`src/rtl/load_store_unit.sv`:
```
// load_store_unit: runs one req/ack data-memory transaction per load/store and stalls the core until it completes or faults.
module load_store_unit #(
  parameter int TIMEOUT_CYCLES = 255
) (
  input  logic        clk,
  input  logic        reset,
  input  logic        start,
  input  logic        isLoad,
  input  logic        isStore,
  input  logic [2:0]  funct3,
  input  logic [31:0] addr,
  input  logic [31:0] storeData,
  output logic [31:0] loadData,
  output logic        stall,
  output logic        done,
  output logic        misaligned,
  output logic        busError,
  output logic        mem_req,
  output logic        mem_we,
  output logic [31:0] mem_addr,
  output logic [31:0] mem_wdata,
  output logic [3:0]  mem_wstrb,
  input  logic [31:0] mem_rdata,
  input  logic        mem_ack
);
  typedef enum logic [1:0] {IDLE, REQ, DONE, FAULT} state_t;
  state_t state, state_n;
  logic [15:0] cnt;
  logic [2:0] f3_q;
  logic [1:0] lane_q;
  logic [31:0] load_q, wdata_n, shifted, ext;
  logic [3:0] wstrb_n;
  logic [15:0] half;
  logic bus_err_q, op, fault, timeout, we_n;
  assign op = start & (isLoad | isStore);
  assign we_n = isStore & ~isLoad;
  assign fault = funct3 == 3'b011 || funct3[2:1] == 2'b11 ||
                 (funct3[1:0] == 2'b01 && addr[0]) ||
                 (funct3[1:0] == 2'b10 && addr[1:0] != 2'b00);
  assign timeout = cnt == 16'(TIMEOUT_CYCLES - 1);
  assign wdata_n = funct3[1:0] == 2'b00 ? {4{storeData[7:0]}} :
                   funct3[1:0] == 2'b01 ? {2{storeData[15:0]}} : storeData;
  assign wstrb_n = !we_n ? 4'b0000 :
                   funct3[1:0] == 2'b00 ? 4'b0001 << addr[1:0] :
                   funct3[1:0] == 2'b01 ? 4'b0011 << addr[1:0] : 4'b1111;
  assign shifted = mem_rdata >> {lane_q, 3'b000};
  assign half = lane_q[1] ? mem_rdata[31:16] : mem_rdata[15:0];
  assign ext = f3_q[1] ? mem_rdata :
               f3_q[0] ? {{16{~f3_q[2] & half[15]}}, half} :
                         {{24{~f3_q[2] & shifted[7]}}, shifted[7:0]};
  always_comb begin
    state_n = state == IDLE ? (!op ? IDLE : fault ? FAULT : REQ) :
              state == REQ  ? ((mem_ack || timeout) ? DONE : REQ) : IDLE;
  end
  always_ff @(posedge clk) begin
    if (reset) begin
      state     <= IDLE;
      cnt       <= '0;
      f3_q      <= '0;
      lane_q    <= '0;
      load_q    <= '0;
      bus_err_q <= 1'b0;
      mem_we    <= 1'b0;
      mem_addr  <= '0;
      mem_wdata <= '0;
      mem_wstrb <= '0;
    end else begin
      state <= state_n;
      cnt   <= state == REQ ? cnt + 16'd1 : '0;
      if (state == IDLE && op && !fault) begin
        f3_q      <= funct3;
        lane_q    <= addr[1:0];
        mem_we    <= we_n;
        mem_addr  <= {addr[31:2], 2'b00};
        mem_wdata <= wdata_n;
        mem_wstrb <= wstrb_n;
      end
      // ack on the final timeout cycle still counts as a successful access
      if (state == REQ) begin
        load_q    <= mem_ack ? ext : '0;
        bus_err_q <= ~mem_ack & timeout;
      end
    end
  end
  assign mem_req    = state == REQ;
  assign stall      = (state == IDLE && op) || state == REQ;
  assign done       = state == DONE || state == FAULT;
  assign misaligned = state == FAULT;
  assign busError   = state == DONE && bus_err_q;
  assign loadData   = state == DONE ? load_q : '0;
endmodule

```
`config.mk`:
```
export PLATFORM = sky130hd
export DESIGN_NAME = load_store_unit
export DESIGN_NICKNAME = d
export VERILOG_FILES = /design/src/rtl/load_store_unit.sv
export SDC_FILE = /design/constraint.sdc
export NUM_CORES = 1
export LEC_CHECK = 0
export ABC_CLOCK_PERIOD_IN_PS = 2100
export BUFFER_PORTS_ARGS = -buffer_cell sky130_fd_sc_hd__buf_2
export CAP_MARGIN = 20
export CORE_MARGIN = 3
export CORE_UTILIZATION = 45
export DETAILED_ROUTE_END_ITERATION = 8
export PLACE_DENSITY = 0.78
export SETUP_SLACK_MARGIN = 0.02
export SYNTH_ARGS = -nofsm -noshare
export SYNTH_HDL_FRONTEND = slang
export SYNTH_SLANG_ARGS = --single-unit
```
`constraint.sdc`:
```
create_clock -name clk -period 2.1 [get_ports clk]
set_clock_uncertainty 0.05 [all_clocks]
set_input_delay 0.63 -clock clk [delete_from_list [all_inputs] [get_ports clk]]
set_output_delay 0.63 -clock clk [all_outputs]
set_load 0.02 [all_outputs]
```
==> impl_metrics.yaml <==
outcome:
  outcome: "complete, no violations"
global_route:
  grt_max_degree: 84
  antenna_found_initial: 0
  track_usage: 0.222
  grt_pass1_vias: 5131
  grt_pass1_wl_um: 25500
  grt_remaining_overflow: 0
floorplan:
  ios: 211
  rows: 40
  initial_core_util: 0.464
  placeableCoreArea_um2: 12100
  die_area_um2: 13900
  die_x_um: 118
  die_height_um: 118
cells_and_area:
  layout.cells.most_common_list: "175 x buf_2, 143 x nand2_1, 121 x dfxtp_1"
  layout.nets: 995
  antennaDiodeCount: 0
  layout_commonest_cell: "buf_2"
  final.fill_count: 1089
  area_growth_pct: 35.4
  drive_gt1_frac: 0.316
  multiInputGateArea_um2: 2860
  seq_area_um2: 2470
  finalInstanceArea_um2: 7610
clock_tree:
  cts.path.max_buffers: 2
  clock-sinks: 123
  cts_tree: "yes"
  ctsResizeCount: 12
  postCtsSetupRepairBufs: 0
  cts_max_level: 4
  ctsHoldBuffers: 0
  cts_made_buffers: 17
  insertion_delay_ns: 0.41
  cts.clk_slew.worst_paths_ns: 0.06
  cts-root-buf: "clkbuf_16"
timing:
  slew_headroom: 0.446
  worst_hold_slack_ns: 0.392
  final_max_slew_viol_count: 0
  finalCritPeriodShare: 0.989
  max_freq_mhz: 481
  setup_viol: 0
  final_hold_viol_count: 0
  period_needed_ns: 2.08
  fin_tns_setup_ns: 0
  rsz0062_at_grt: "yes"
  worst_pin_slew_ns: 0.825
synth:
  netlist_area_um2: 5620
  yosysTopAreaCell: "dfxtp_1"
  ys.warnings.count: 0
  avgSynthCellArea_um2: 8.22
  synth_cell_type_count: 52
  synth_edf_count: 0
  synth_top_area_frac: 0.438
  ys_top_cells_by_area: "dfxtp_1 44%, nand2_1 9.5%, a21oi_1 5.4%"
  async_reset_ff_frac: 0
  ys.flop_type: "dfxtp_1"
  syn_inst: 684
  yosysSeqAreaShare: 0.438
  ys_ff_latch: 123
run:
  drv_cap: 0
placed_design:
  place_area_um2: 6860
  io_buffer_count: 208
  gp_congestion: 0.841
  hpwlAfterDp_um: 11300
power:
  power_density_nw_per_um2: 827
  cellLeakagePower_nw: 3.26
  ir_drop_mv: 0.454
  finalPower_mw: 6.30
worst_setup_path:
  cp.required_ns: 1.42
  arrival_ns: 1.40
  cp-end-kind: "output port"
  r2r_start: "lane_q[1]"
  crit_path_start_kind: "flip-flop"
  critPathKind: "flip-flop to output port"
  reg2regPathDepth: 4
  cp_max_fo: 33
  rr_endpoint: "load_q[20]"
  rrSetupSlack_ns: 0.23
drt:
  vias_per_cell: 5.25
  routed_wl_um: 15900
  wire_per_inst_um: 14.9
  drt-initial-drc-count: 335
  postRouteAntennaNets: 0
  drc: 0
  dr.pass1.iters: 5
  vias: 5586
min_path:
  holdPathEnd: "load_q[3]"
  whs_path_depth: 2
  hold_path.startpoint: "load_q[3]"
  hold_class: "flip-flop to flip-flop"
[through the flow]
stage,util,std cells,worst slack [ns]
2_1_floorplan,-,685,0.122
3_3_place_gp,0.567,1033,0.0375
3_5_place_dp,0.567,1033,-0.0537
4_1_cts,0.622,1064,0.0142
5_1_grt,0.628,1064,-0.0210
6_report,0.628,1064,0.0225
[metal layers]
layer	wire length, µm	vias to the layer above	global-route usage
met2	7530	211	0.358
met4	374	0	0.0901
met3	1150	33	0.0620
met5	0	-	0
met1	6850	2571	0.283
li1	-	2771	-
[worst max-delay path, cell delays in order, from the launching register on]
cell and delay [ns]:
dfxtp_4 0.37, nor2b_4 0.13, buf_12 0.16, and2_1 0.17
buf_4 0.15
[worst max-delay path by stage]
stage | from | end | cells after the start
after global routing | state[0] | loadData[4] | 4
after global placement | reset | load_q[18] | 5
final | state[0] | loadData[7] | 4
after CTS | state[0] | loadData[7] | 4
after floorplan | addr[0] | mem_addr[12] | 8
after detailed placement | addr[0] | mem_addr[11] | 9
[power breakdown]
part / internal (mW) / switching [mW] / leakage, nW
Combinational: 0.285 / 0.431 / 1.97
Clock: 2.07 / 1.04 / 0.296
Sequential: 2.43 / 0.0518 / 0.998
Total: 4.78 / 1.52 / 3.26
[logic make-up after synthesis]
family	after synthesis	synth area share
and+or+nand+nor	283	0.235
AOI/OAI and AO/OA	173	0.201
DFF	123	0.438
buffers and inverters	67	0.0590
muxes	21	0.0378
xor gates and xnor gates	10	0.0156
adders and majority gates	6	0.0134
other	1	0.000667
[cell type report]
| cell class | instances | share of cell area |
|---|---|---|
| inverter | 12 | 0.00592 |
| clock buffer | 20 | 0.0613 |
| multi-input combinational | 495 | 0.376 |
| tap | 168 | 0.0276 |
| clock inverter | 11 | 0.0220 |
| sequential | 123 | 0.324 |
| timing repair buffer | 235 | 0.183 |
[sequential cells by signal, summed over array words and instances (netlist names)]
register	count
state	2
mem_addr	30
lane_q	2
mem_wdata	32
cnt	16
mem_wstrb	4
bus_err_q	1
f3_q	3
load_q	32
mem_we	1
[cell usage after synthesis (2+ instances only)]
| library cell | count |
|---|---|
| nand3_1 | 9 |
| and3_1 | 2 |
| o211ai_1 | 10 |
| o21ai_1 | 10 |
| nor4_1 | 3 |
| nand2b_1 | 3 |
| or3_1 | 10 |
| buf_2 | 25 |
| or4_1 | 3 |
| a31oi_1 | 7 |
| a211oi_1 | 9 |
| nor2b_1 | 12 |
| a21oi_1 | 61 |
| o2bb2ai_1 | 7 |
| o21ai_0 | 26 |
| and2_1 | 34 |
| nand4_1 | 3 |
| xor2_1 | 2 |
| buf_6 | 4 |
| ha_1 | 6 |
| a221o_1 | 17 |
| a311oi_1 | 8 |
| a21o_1 | 3 |
| nand2_1 | 143 |
| mux2i_1 | 19 |
| dfxtp_1 | 123 |
| buf_4 | 5 |
| nor3_1 | 6 |
| inv_2 | 3 |
| o21a_1 | 2 |
| mux2_2 | 2 |
| inv_1 | 9 |
| a22oi_1 | 7 |
| nor2_1 | 46 |
| clkbuf_1 | 21 |
| xnor2_1 | 8 |
(Power assumes the default switching activity.)
